==> src/rtl/bt_cmd_ctrl_if.sv <==
// Byte-stream input and player-control outputs of bt_cmd_ctrl.
// master: uart_rx side / top level, slave: the command controller.
interface bt_cmd_ctrl_if;
   // i_rx_data is valid while i_rx_done is high; a byte is taken on the first cycle
   // of each i_rx_done assertion and there is no back-pressure toward uart_rx.
   logic [7:0] i_rx_data;
   logic       i_rx_done;
   logic       o_left;
   logic       o_right;
   logic       o_fire;
   logic       o_start;
   logic       o_link_up;
   logic       o_pkt_ok;
   logic       o_pkt_err;

   modport master (
      output i_rx_data, i_rx_done,
      input  o_left, o_right, o_fire, o_start, o_link_up, o_pkt_ok, o_pkt_err
   );

   modport slave (
      input  i_rx_data, i_rx_done,
      output o_left, o_right, o_fire, o_start, o_link_up, o_pkt_ok, o_pkt_err
   );
endinterface

==> src/rtl/bt_cmd_ctrl.sv <==
// Frames uart_rx bytes into SYNC/CMD/CHK packets and drives held player controls.
// BT_CMD_CTRL_FIRE_PULSE_EN turns o_fire into a one-cycle pulse on a new fire press.
module bt_cmd_ctrl #(
   parameter logic [7:0] SYNC_BYTE   = 8'hA5,
   parameter int         BYTE_TO_CYC = 120000,
   parameter int         HOLD_TO_CYC = 1200000
) (
   input  logic         i_clk,
   input  logic         i_rst_n,
   bt_cmd_ctrl_if.slave bus,
   output logic [1:0]   o_state
);
   localparam int BW = $clog2(BYTE_TO_CYC);
   localparam int HW = $clog2(HOLD_TO_CYC);
   localparam logic [BW-1:0] BYTE_LAST = BW'(BYTE_TO_CYC - 1);
   localparam logic [BW-1:0] BYTE_EXP  = BW'(BYTE_TO_CYC - 2);
   localparam logic [HW-1:0] HOLD_LAST = HW'(HOLD_TO_CYC - 1);

   typedef enum logic [1:0] {
      S_IDLE     = 2'd0,
      S_GOT_SYNC = 2'd1,
      S_GOT_CMD  = 2'd2
   } state_t;

   state_t          r_state;
   state_t          w_state_nxt;
   logic            r_done_q;
   logic [3:0]      r_cmd;
   logic [BW-1:0]   r_byte_cnt;
   logic [HW-1:0]   r_hold_cnt;
   logic            r_left;
   logic            r_right;
   logic            r_fire;
   logic            r_start;
   logic            r_link_up;
   logic            r_pkt_ok;
   logic            r_pkt_err;
`ifdef BT_CMD_CTRL_FIRE_PULSE_EN
   logic            r_prev_fire;
`endif

   logic            w_byte_evt;
   logic            w_byte_to;
   logic            w_hold_to;
   logic            w_accept;
   logic            w_err;
   logic            w_cmd_load;
   logic [7:0]      w_chk;

   assign w_byte_evt = bus.i_rx_done & ~r_done_q;
   // The error pulse lands on the edge where the gap counter reaches BYTE_TO_CYC-1.
   assign w_byte_to  = (r_state != S_IDLE) && (r_byte_cnt == BYTE_EXP);
   assign w_hold_to  = r_link_up && (r_hold_cnt == HOLD_LAST);
   assign w_chk      = {4'hF, ~r_cmd};

   always_ff @(posedge i_clk or negedge i_rst_n) begin
      if (!i_rst_n) r_state <= S_IDLE;
      else          r_state <= w_state_nxt;
   end

   always_comb begin
      w_state_nxt = r_state;
      w_accept    = 1'b0;
      w_err       = 1'b0;
      w_cmd_load  = 1'b0;
      case (r_state)
         S_IDLE: begin
            if (w_byte_evt && (bus.i_rx_data == SYNC_BYTE)) w_state_nxt = S_GOT_SYNC;
         end
         S_GOT_SYNC: begin
            if (w_byte_evt) begin
               if (bus.i_rx_data == SYNC_BYTE) begin
                  w_state_nxt = S_GOT_SYNC;
               end else if (bus.i_rx_data[7:4] == 4'h0) begin
                  w_cmd_load  = 1'b1;
                  w_state_nxt = S_GOT_CMD;
               end else begin
                  w_err       = 1'b1;
                  w_state_nxt = S_IDLE;
               end
            end else if (w_byte_to) begin
               w_err       = 1'b1;
               w_state_nxt = S_IDLE;
            end
         end
         S_GOT_CMD: begin
            if (w_byte_evt) begin
               if (bus.i_rx_data == w_chk) begin
                  w_accept    = 1'b1;
                  w_state_nxt = S_IDLE;
               end else begin
                  w_err       = 1'b1;
                  w_state_nxt = (bus.i_rx_data == SYNC_BYTE) ? S_GOT_SYNC : S_IDLE;
               end
            end else if (w_byte_to) begin
               w_err       = 1'b1;
               w_state_nxt = S_IDLE;
            end
         end
         default: w_state_nxt = S_IDLE;
      endcase
   end

   always_ff @(posedge i_clk or negedge i_rst_n) begin
      if (!i_rst_n) begin
         r_done_q    <= 1'b0;
         r_cmd       <= 4'h0;
         r_byte_cnt  <= '0;
         r_hold_cnt  <= '0;
         r_left      <= 1'b0;
         r_right     <= 1'b0;
         r_fire      <= 1'b0;
         r_start     <= 1'b0;
         r_link_up   <= 1'b0;
         r_pkt_ok    <= 1'b0;
         r_pkt_err   <= 1'b0;
`ifdef BT_CMD_CTRL_FIRE_PULSE_EN
         r_prev_fire <= 1'b0;
`endif
      end else begin
         r_done_q  <= bus.i_rx_done;
         r_pkt_ok  <= w_accept;
         r_pkt_err <= w_err;
         if (w_cmd_load) r_cmd <= bus.i_rx_data[3:0];

         if ((w_state_nxt == S_IDLE) || w_byte_evt) r_byte_cnt <= '0;
         else if (r_byte_cnt != BYTE_LAST)          r_byte_cnt <= r_byte_cnt + BW'(1);

         // An accept in the hold-expiry cycle takes priority and reloads the controls.
         if (w_accept) begin
            r_link_up  <= 1'b1;
            r_hold_cnt <= '0;
            r_left     <= r_cmd[0] & ~r_cmd[1];
            r_right    <= r_cmd[1] & ~r_cmd[0];
            r_start    <= r_cmd[3];
`ifdef BT_CMD_CTRL_FIRE_PULSE_EN
            r_fire      <= r_cmd[2] & ~r_prev_fire;
            r_prev_fire <= r_cmd[2];
`else
            r_fire     <= r_cmd[2];
`endif
         end else if (w_hold_to) begin
            r_link_up  <= 1'b0;
            r_hold_cnt <= '0;
            r_left     <= 1'b0;
            r_right    <= 1'b0;
            r_fire     <= 1'b0;
            r_start    <= 1'b0;
`ifdef BT_CMD_CTRL_FIRE_PULSE_EN
            r_prev_fire <= 1'b0;
`endif
         end else begin
            if (r_link_up && (r_hold_cnt != HOLD_LAST)) r_hold_cnt <= r_hold_cnt + HW'(1);
`ifdef BT_CMD_CTRL_FIRE_PULSE_EN
            r_fire <= 1'b0;
`endif
         end
      end
   end

   assign bus.o_left    = r_left;
   assign bus.o_right   = r_right;
   assign bus.o_fire    = r_fire;
   assign bus.o_start   = r_start;
   assign bus.o_link_up = r_link_up;
   assign bus.o_pkt_ok  = r_pkt_ok;
   assign bus.o_pkt_err = r_pkt_err;
   assign o_state       = r_state;
endmodule

==> src/flat_wrapper.sv <==
// flat-port wrapper written by rule: the top's interface ports become plain ports
module bt_cmd_ctrl_flat 
#(
   parameter logic [7:0] SYNC_BYTE   = 8'hA5,
   parameter int         BYTE_TO_CYC = 120000,
   parameter int         HOLD_TO_CYC = 1200000
)
  (i_clk, i_rst_n, o_state, bus_i_rx_data, bus_i_rx_done, bus_o_left, bus_o_right, bus_o_fire, bus_o_start, bus_o_link_up, bus_o_pkt_ok, bus_o_pkt_err);
  bt_cmd_ctrl_if bus_i ();
  input  logic i_clk;
  input  logic i_rst_n;
  output logic [1:0] o_state;
  input wire logic [$bits(bus_i.i_rx_data)-1:0] bus_i_rx_data;
  input wire logic [$bits(bus_i.i_rx_done)-1:0] bus_i_rx_done;
  output wire logic [$bits(bus_i.o_left)-1:0] bus_o_left;
  output wire logic [$bits(bus_i.o_right)-1:0] bus_o_right;
  output wire logic [$bits(bus_i.o_fire)-1:0] bus_o_fire;
  output wire logic [$bits(bus_i.o_start)-1:0] bus_o_start;
  output wire logic [$bits(bus_i.o_link_up)-1:0] bus_o_link_up;
  output wire logic [$bits(bus_i.o_pkt_ok)-1:0] bus_o_pkt_ok;
  output wire logic [$bits(bus_i.o_pkt_err)-1:0] bus_o_pkt_err;
  assign bus_i.i_rx_data = bus_i_rx_data;
  assign bus_i.i_rx_done = bus_i_rx_done;
  assign bus_o_left = bus_i.o_left;
  assign bus_o_right = bus_i.o_right;
  assign bus_o_fire = bus_i.o_fire;
  assign bus_o_start = bus_i.o_start;
  assign bus_o_link_up = bus_i.o_link_up;
  assign bus_o_pkt_ok = bus_i.o_pkt_ok;
  assign bus_o_pkt_err = bus_i.o_pkt_err;
  bt_cmd_ctrl #(.SYNC_BYTE(SYNC_BYTE), .BYTE_TO_CYC(BYTE_TO_CYC), .HOLD_TO_CYC(HOLD_TO_CYC)) u_core (.i_clk(i_clk), .i_rst_n(i_rst_n), .bus(bus_i), .o_state(o_state));
endmodule
==> config.mk <==
export PLATFORM = sky130hd
export DESIGN_NAME = bt_cmd_ctrl_flat
export DESIGN_NICKNAME = d
export VERILOG_FILES = /design/src/rtl/bt_cmd_ctrl_if.sv /design/src/rtl/bt_cmd_ctrl.sv /design/src/flat_wrapper.sv
export SDC_FILE = /design/constraint.sdc
export NUM_CORES = 1
export LEC_CHECK = 0
export ABC_AREA = 0
export CORE_MARGIN = 1.5
export CORE_UTILIZATION = 55
export CTS_CLUSTER_SIZE = 20
export DETAILED_ROUTE_END_ITERATION = 8
export DONT_BUFFER_PORTS = 1
export PLACE_DENSITY_LB_ADDON = 0.05
export SETUP_SLACK_MARGIN = 0.2
export SKIP_CTS_REPAIR_TIMING = 1
export SLEW_MARGIN = 20
export SYNTH_ARGS = -nofsm -noshare
export SYNTH_HDL_FRONTEND = slang
export SYNTH_SLANG_ARGS = --single-unit
==> constraint.sdc <==
create_clock -name i_clk -period 2.4 [get_ports i_clk]
set_input_delay 0.48 -clock i_clk [delete_from_list [all_inputs] [get_ports i_clk]]
set_output_delay 0.48 -clock i_clk [all_outputs]
set_load 0.01 [all_outputs]
* Word level (Yosys, flattened, before mapping)
Index checks and enable logic that the tools add are counted.
Operators by class: eq/ne operators 8, reduce and logical (&&, ||, !) cells 12, bitwise operators 7, multiplexer cells 34, add/sub/neg operators 2
Operator list (count):
- 21-bit two-way mux | 3
- 17-bit two-way mux | 2
- 21-bit by 1-bit adder with 21-bit output, second input constant | 1
- 21-bit equality test, second input constant | 1
- 21-bit inequality test, second input constant | 1
- 1-bit two-way mux | 20
- 17-bit by 1-bit adder with 17-bit output, second input constant | 1
- 17-bit equality test, second input constant | 1
- 17-bit inequality test, second input constant | 1
- 2-bit two-way mux | 7
- 8-bit equality test | 1
- 8-bit equality test, second input constant | 1
- 2-bit one-hot mux with 3 select lines | 1
- 2-bit nonzero test | 3
- 1-bit logical AND | 4
- 2-bit logical NOT | 2
- 4-bit logical NOT | 1
- 4-bit inverter | 1
- 1-bit bitwise AND | 3
- 1-bit inverter | 3
- 3-bit nonzero test | 1
- 2-bit by 1-bit equality test with 1-bit output, second input constant | 1
- 2-bit equality test, second input constant | 1
- 1-bit one-hot mux with 2 select lines | 1
- 1-bit logical OR | 1
Storage, ports and cells: word-level logic and storage cells 75, output and inout port bits 9, register bits after elaboration 52

* Logic depth before layout (Yosys ltp)
Gate-level depths: netlist of the first run.
depth in word-level cells 8, mapped depth 7, depth with buffers taken out 6

* Worst setup path after synthesis of the first run
No wires, ideal clock.
path type flip-flop to flip-flop, start register u_core.r_byte_cnt[9], end register u_core.r_state[0] (netlist: u_core.o_state[0]), path buffers 0, slack 0.577 ns, required time 2.280 ns, arrival time 1.702 ns, clock period less this slack 1.823 ns, library setup time 0.120 ns, stages on the path, launching flop included 6, cells stage by stage dfrtp_1 -> or3_4 -> nor4_4 -> nand4_4 -> a211o_1 -> o211a_1
Between the ends: word-level cells in the longest chain between the ends 5, elaborated cells on any way between the ends 6, classes of those cells eq/ne (1); mux (4); reduce/logical (1)
RTL lines:
- start: declaration | RTL line bt_cmd_ctrl.sv:29 | logic [BW-1:0] r_byte_cnt;
- start signal: assignment | RTL line bt_cmd_ctrl.sv:127 | else if (r_byte_cnt != BYTE_LAST) r_byte_cnt <= r_byte_cnt + BW'(1);
- 17-bit equality test * | RTL line bt_cmd_ctrl.sv:52 | assign w_byte_to = (r_state != S_IDLE) && (r_byte_cnt == BYTE_EXP);
- 1-bit logical AND * | RTL line bt_cmd_ctrl.sv:52
- 2-bit two-way mux * | RTL line bt_cmd_ctrl.sv:81, bt_cmd_ctrl.sv:95
- 2-bit two-way mux, on equally long branches | RTL line bt_cmd_ctrl.sv:87, bt_cmd_ctrl.sv:71
- 2-bit one-hot mux with 3 select lines * | RTL line bt_cmd_ctrl.sv:66 | case (r_state)
- net u_core.w_state_nxt[0] | RTL line bt_cmd_ctrl.sv:26 | state_t w_state_nxt;
- end signal: assignment | RTL line bt_cmd_ctrl.sv:58 | else r_state <= w_state_nxt;
- end: declaration | RTL line bt_cmd_ctrl.sv:25 | state_t r_state;
The timed path passes the listed nets; every way through them passes the cells marked *. A chain may end at the register's enable or synchronous reset.

* Final worst setup path of the first run
start register u_core.r_hold_cnt[0], end register u_core.r_hold_cnt[16]
Between the ends: word-level cells in the longest chain between the ends 4, elaborated cells on any way between the ends 9, classes of those cells add/sub (1); eq/ne (2); mux (3); reduce/logical (3)
RTL lines:
- start: declaration | RTL line bt_cmd_ctrl.sv:30 | logic [HW-1:0] r_hold_cnt;
- start signal: assignment | RTL line bt_cmd_ctrl.sv:153 | if (r_link_up && (r_hold_cnt != HOLD_LAST)) r_hold_cnt <= r_hold_cnt + HW'(1);
- 21-bit by 1-bit adder with 21-bit output or 21-bit equality test (tied branches) | RTL line bt_cmd_ctrl.sv:153, bt_cmd_ctrl.sv:53
- 21-bit two-way mux or 1-bit logical AND (tied branches) | RTL line bt_cmd_ctrl.sv:153, bt_cmd_ctrl.sv:53
- 21-bit two-way mux | RTL line bt_cmd_ctrl.sv:142 | end else if (w_hold_to) begin
- 21-bit two-way mux | RTL line bt_cmd_ctrl.sv:130 | if (w_accept) begin
Parallel ways exist; a longest one is shown, timed or not. The select of a mux whose other input is x is not followed.

==> impl_results.md, run 1 <==
- Largest net degree at the start of global routing: 53
- Final Cycle Share: 83.1%
- Peak VDD IR: 361 uV
- Clk sinks: 52
- Core ar.: 0.00504 mm2
- Yosys reg bits: 52
- Post-Syn Area: 0.00285 mm2
- Status: finished clean
- Avg Vias per Cell: 5.70
- Mux share of post-synthesis cell area: 3.03%
- Compound-Gate Fraction of Synth Area: 9.31%
- Starting density of the core: 56.5%
- Worst setup SP type: flop
- Top-area cell type share of the netlist area: 45.7%
- Hold Vio Cnt, Final: 0
- Post-synthesis simple-gate area fraction: 29.7%
- Switching pwr: 327 uW
- Fin Clk Skew: 0.0109 ns
- Diode count: 0
- Met3 GRT Util: 3.48%
- Synth warnings: 0
- Post-Syn Area per Cell: 9.72 um2
- Max Slew Vio Count: 0
- Clock buffer depth: 2
- Slowest stage cell on the critical path: dfrtp_1
- Crit-path max FO: 6
- PD cells: 481 mW/mm2
- Req. time, crit path: 2.63 ns
- GRT overflow: 0
- IO Port Bufs: 0
- Leakage: 1.25 nW
- Via count: 2091
- Setup ws final: 0.406 ns
- Worst hold path class: primary input to async pin
- # IOs: 20
- CTS tree: yes
- 1st-iter DRT viols: 109
- Critical path type: flop to flop
- Ys async rst share: 100%
- Crit. End Element: flop
- DP HPWL: 3730 um
- Initial antenna violation count: 0
- Die H: 75.0 um
- Post-DRT Antenna Nets: 0
- Post-synth top area cell: dfrtp_1
- Main combinational cell family by area after synthesis: simple AND/OR/NAND/NOR gates
- Fmax: 502 MHz
- Grt met2 use: 32.1%
- Inserted Clock Buffers: 5
- Adder and majority gate portion of the synthesized area: 3.08%
- Max-cap viol count: 0
- Worst-margin pin slew: 0.571 ns
- Final count of negative-setup-slack endpoints: 0
- Post-synthesis xor/xnor area fraction: 6.77%
- Mapped Cells: 293
- Share of cells above drive strength 1: 9.09%
- GR peak layer: met2
- Root Buffer: clkbuf_8
- Routed WL: 5250 um
- Post-synth EDFFs: 0
- Relative slew slack: 61.6%
- Die ar.: 0.00562 mm2
- CP Data Arrival Time: 2.22 ns
- Sw Share: 22.3%
- Vias in the first global route: 1929
- Crit path time final: 1.99 ns
- RSZ-0062 raised after global routing: false
- CP peak stage delay: 0.44 ns
- Cell Chain, Critical Path: ha_1 -> and2_1 -> nor2b_1 -> nand2_1 -> or3_1 -> a21oi_1
- Grt met1 use: 28.0%
- Comb pwr share: 4.4%
- Dpl ws: 0.435 ns
- Die Wd: 75.0 um
- Ranking of synthesized cells by area: dfrtp_1, nor2_1, xnor2_1, nand2_1, nand3_1
- H-tree depth: 2
- Int Pwr: 1.14 mW
- Synth unique cells: 54
- Register share of total power: 60.6%
- Final net count: 314
- Setup TNS: 0 ns
- Synth Net Count: 311
- Main synth FF type: dfrtp_1
- WL/cell: 14.3 um
- Placement Rows: 26
- DRT Pass-1 Iters: 4
- Clock power frac: 35.0%
- Total GRT Usage: 20.0%
- First-pass GRT wire length: 8690 um
- Clk_lat worst skew: 0.30 ns
- Routability cong.: 0.756
- DRC: 0
- Layout area overhead: 7.12%
- CTS clk-pin slew, worst paths: 0.09 ns
- Register area share after synthesis: 45.7%
==> flip-flops by register name, summed over array words and instances (netlist names), 2 cells and up <==
register,count
u_core.o_state,2
u_core.r_byte_cnt,17
u_core.r_cmd,4
u_core.r_hold_cnt,21
==> path summary, 6_finish.rpt <==
check,startpoint,to,slack (ns),cells past startpoint
min in group i_clk,bus_i_rx_done,u_core.r_done_q,0.20,0
worst min-delay path,i_rst_n,u_core.r_hold_cnt[20],0.01,1
worst min register to register,u_core.r_hold_cnt[17],u_core.r_hold_cnt[17],0.51,1
worst max register to register,u_core.r_hold_cnt[0],u_core.r_hold_cnt[16],0.41,6
max in group asynchronous,i_rst_n,u_core.r_byte_cnt[15],2.15,1
worst max-delay path,u_core.r_hold_cnt[0],u_core.r_hold_cnt[16],0.41,6
==> kinds of logic (layout without fill, tap and decap cells) <==
family,after synthesis,in the layout
buffers and inverters,15,19
flip-flops,52,52
adder cells (fa/ha/maj),7,7
multiplexers,8,8
XOR/XNOR,22,22
AND/OR/NAND/NOR,154,154
AO/OA/AOI/OAI,35,35
==> Yosys cell counts, types with 7 or more instances <==
| master | number |
|---|---|
| nand4_1 | 12 |
| ha_1 | 7 |
| dfrtp_1 | 52 |
| a21oi_1 | 10 |
| nor3_1 | 11 |
| xnor2_1 | 14 |
| and3_1 | 10 |
| xor2_1 | 8 |
| nand3_1 | 18 |
| inv_1 | 7 |
| nand2_1 | 25 |
| nor2_1 | 40 |
==> stage by stage <==
stage	util [%]	instance area [um2]	hold WS, ns	instances	total power, mW
final	60.5	3050	0.0108	367	1.47
after global routing	60.5	3050	0.0200	367	1.53
after CTS	60.0	3020	-0.155	366	1.47
after detailed placement	58.1	2930	0.186	358	0.950
after global placement	58.1	2930	0.186	358	0.949
after floorplan	-	2850	0.184	293	0.942
==> power by group through the flow <==
stage | clock, mW | combinational, mW | sequential (mW)
6_report | 0.514 | 0.0645 | 0.889
5_1_grt | 0.567 | 0.0743 | 0.890
4_1_cts | 0.540 | 0.0437 | 0.889
3_5_place_dp | 0 | 0.0435 | 0.906
3_3_place_gp | 0 | 0.0434 | 0.906
2_1_floorplan | 0 | 0.0380 | 0.905
==> per-layer routing <==
layer	vias to the layer above	wire (um)
li1	1062	-
met1	996	2630
met2	28	2410
met3	5	151
met4	0	54
met5	-	0
==> cells in the final DEF (no fill, tap or decap), drive strengths merged, types with 3 or more instances in the layout <==
master and instances:
and2 3, dfrtp 52, buf 4, nand3b 3, nor2 40, xnor2 14, nor3 11, clkbuf 7
inv 7, ha 7, and3 11, nand4 13, o21ai 4, nor4 6, mux2i 3, nand2b 5
a21oi 10, nand4b 4, mux2 5, nand3 18, xor2 8, or3 5, nand2 25
==> critical path, delay by kind of cell, from the launching register on <==
| family | cells | cell delay, ns |
|---|---|---|
| and+or+nand+nor | 4 | 1.14 |
| DFF | 1 | 0.44 |
| adders and majority gates | 1 | 0.18 |
| AOI/OAI and AO/OA | 1 | 0.17 |
==> layout make-up <==
class | count | area, um2
clock buffer | 7 | 86.3
clock inverter | 1 | 7.51
fill | 445 | 1990
inverter | 7 | 26.3
multi-input combinational | 226 | 1480
sequential | 52 | 1300
tap | 70 | 87.6
timing repair buffer | 4 | 62.6
No activity file was read; power rests on OpenSTA's default activity.
==> run 2, diff against run 1 <==
- clock period: 2.4 -> 1.6 ns (I/O delays scaled with it)
==> run 2 against run 1 <==
  * The run now ends with negative hold slack, negative setup slack left
  * Total power rose by 54%
  * Die area did not move
  * Combinational power rose by 130%
  * Register-to-register slack got worse by 0.64 ns
  * Via count rose by 26%
  * Hold slack got worse by 0.31 ns
  * Design area rose by 31%
  * Routed wire length rose by 50%
  * Fmax rose by 8.9%
  * Clock power rose by 54%
  * Cell count rose by 22%
  * Highest routed layer unchanged
==> impl_results.md, run 2 (synthesized netlist as in run 1, its figures left out) <==
- Sw Share: 23.0%
- GRT overflow: 0
- First-pass GRT wire length: 11100 um
- Share of cells above drive strength 1: 39.7%
- FF+latch area: 0.00131 mm2
- Routed WL: 7860 um
- Slowest stage cell on the critical path: or4b_4
- Crit path time final: 1.83 ns
- Leakage: 1.73 nW
- Largest net degree at the start of global routing: 53
- DRT Pass-1 Iters: 4
- Fill cell count: 317
- Largest Register: u_core.r_hold_cnt
- RSZ-0062 raised after global routing: true
- Worst-margin pin slew: 0.475 ns
- 1st-iter DRT viols: 130
- Worst setup SP type: flop
- Initial antenna violation count: 0
- Setup ws final: -0.230 ns
- IO Port Bufs: 0
- Failing checks: negative hold slack, negative setup slack
- CTS tree: yes
- Layout area overhead: 40.8%
- # IOs: 20
- Final Cycle Share: 114%
- Clock power frac: 34.8%
- Die ar.: 0.00562 mm2
- Fmax: 546 MHz
- Setup TNS: -6.05 ns
- Most frequent cells in the layout: buf_4, dfrtp_1, nor2_1
- Hold Slack: -0.304 ns
- Worst hold path class: primary input to async pin
- Critical path type: flop to flop
- Fin cells: 448
- Inserted Clock Buffers: 5
- Avg Vias per Cell: 5.88
- Status: finished, violations left
- WL/cell: 17.5 um
- Placed cells: 426
- Die Wd: 75.0 um
- Worst path buffer plus inverter count: 0
- DRC: 0
- Int Pwr: 1.74 mW
- Die H: 75.0 um
- Biggest regs: u_core.r_hold_cnt x21, u_core.r_byte_cnt x17, u_core.r_cmd x4
- Clock buffer depth: 2
- DP HPWL: 4680 um
- Clk_lat worst skew: 0.31 ns
- Clk sinks: 52
- CP peak stage delay: 0.57 ns
- CP Data Arrival Time: 2.03 ns
- Hold Vio Cnt, Final: 52
- H-tree depth: 2
- CTS clk-pin slew, worst paths: 0.10 ns
- Diode count: 0
- Peak VDD IR: 524 uV
- Max Slew Vio Count: 0
- Max FFs per register: 21
- Max-cap viol count: 0
- Final net count: 395
- Comb pwr share: 6.5%
- Switching pwr: 521 uW
- Fin Clk Skew: 0.0108 ns
- Total GRT Usage: 25.7%
- Commonest non-fill, non-tap cell in the layout: buf_4
- Routability cong.: 0.854
- Post-route total power: 2.26 mW
- Starting density of the core: 56.5%
- PD cells: 565 mW/mm2
- Area of the multi-input gates: 0.00179 mm2
- Register share of total power: 58.7%
- Final count of negative-setup-slack endpoints: 41
- Delay-heaviest family, CP: simple AND/OR/NAND/NOR gates
- Final core occ: 79.5%
- Root Buffer: clkbuf_8
- Req. time, crit path: 1.80 ns
- Vias in the first global route: 2510
- Post-DRT Antenna Nets: 0
- Cell Chain, Critical Path: or4b_4 -> nor4_4 -> and2_4 -> o211ai_1 -> and3b_1
- Crit-path max FO: 6
- Core ar.: 0.00504 mm2
- Placement Rows: 26
- Via count: 2632
- Crit. End Element: flop
- Relative slew slack: 67.9%
-- run 2: routing by layer --
metal  vias up  track usage, %  wire [um]
met5         -               0          0
met4         0            8.89        255
met3        23            4.69        244
met2        58            43.4       4170
met1      1311            33.3       3190
li1       1240               -          -
-- run 2: area by class of cell --
cell class | count | area share, %
timing repair buffer | 83 | 17.6
sequential | 52 | 32.5
multi-input combinational | 228 | 44.7
clock inverter | 1 | 0.187
tap | 70 | 2.18
inverter | 7 | 0.655
clock buffer | 7 | 2.15
-- run 2: per-stage QoR --
step | cell area [um2] | setup slack [ns]
finish | 4010 | -0.230
global route | 4010 | -0.290
CTS | 3590 | -0.307
detailed placement | 3500 | -0.291
global placement | 3500 | -0.248
floorplan | 2940 | -0.172
-- run 2: path summary, 6_finish.rpt --
kind                                             from                    end  slack [ns]  cells after the start
worst max-delay path            u_core.r_hold_cnt[16]   u_core.r_hold_cnt[9]       -0.23                      5
worst min-delay path                          i_rst_n        u_core.r_cmd[3]       -0.30                      0
worst max register to register  u_core.r_hold_cnt[16]   u_core.r_hold_cnt[9]       -0.23                      5
worst min register to register  u_core.r_hold_cnt[20]  u_core.r_hold_cnt[20]        0.56                      2
max in group asynchronous                     i_rst_n  u_core.r_byte_cnt[10]        1.79                      0
min in group i_clk                      bus_i_rx_done        u_core.r_done_q        0.03                      0
-- run 2: power groups by stage --
stage          clock network, mW  registers [mW]  logic, mW
6_report                   0.789            1.33      0.147
5_1_grt                    0.863            1.33      0.156
4_1_cts                    0.815            1.33      0.107
3_5_place_dp                   0            1.35      0.106
3_3_place_gp                   0            1.35      0.103
2_1_floorplan                  0            1.36     0.0674
==> run 3, diff against run 2 <==
- CTS_CLUSTER_DIAMETER: not set -> 150
==> results of run 3 <==
Same layout as run 2: the final DEF is identical, and so are final timing and power.
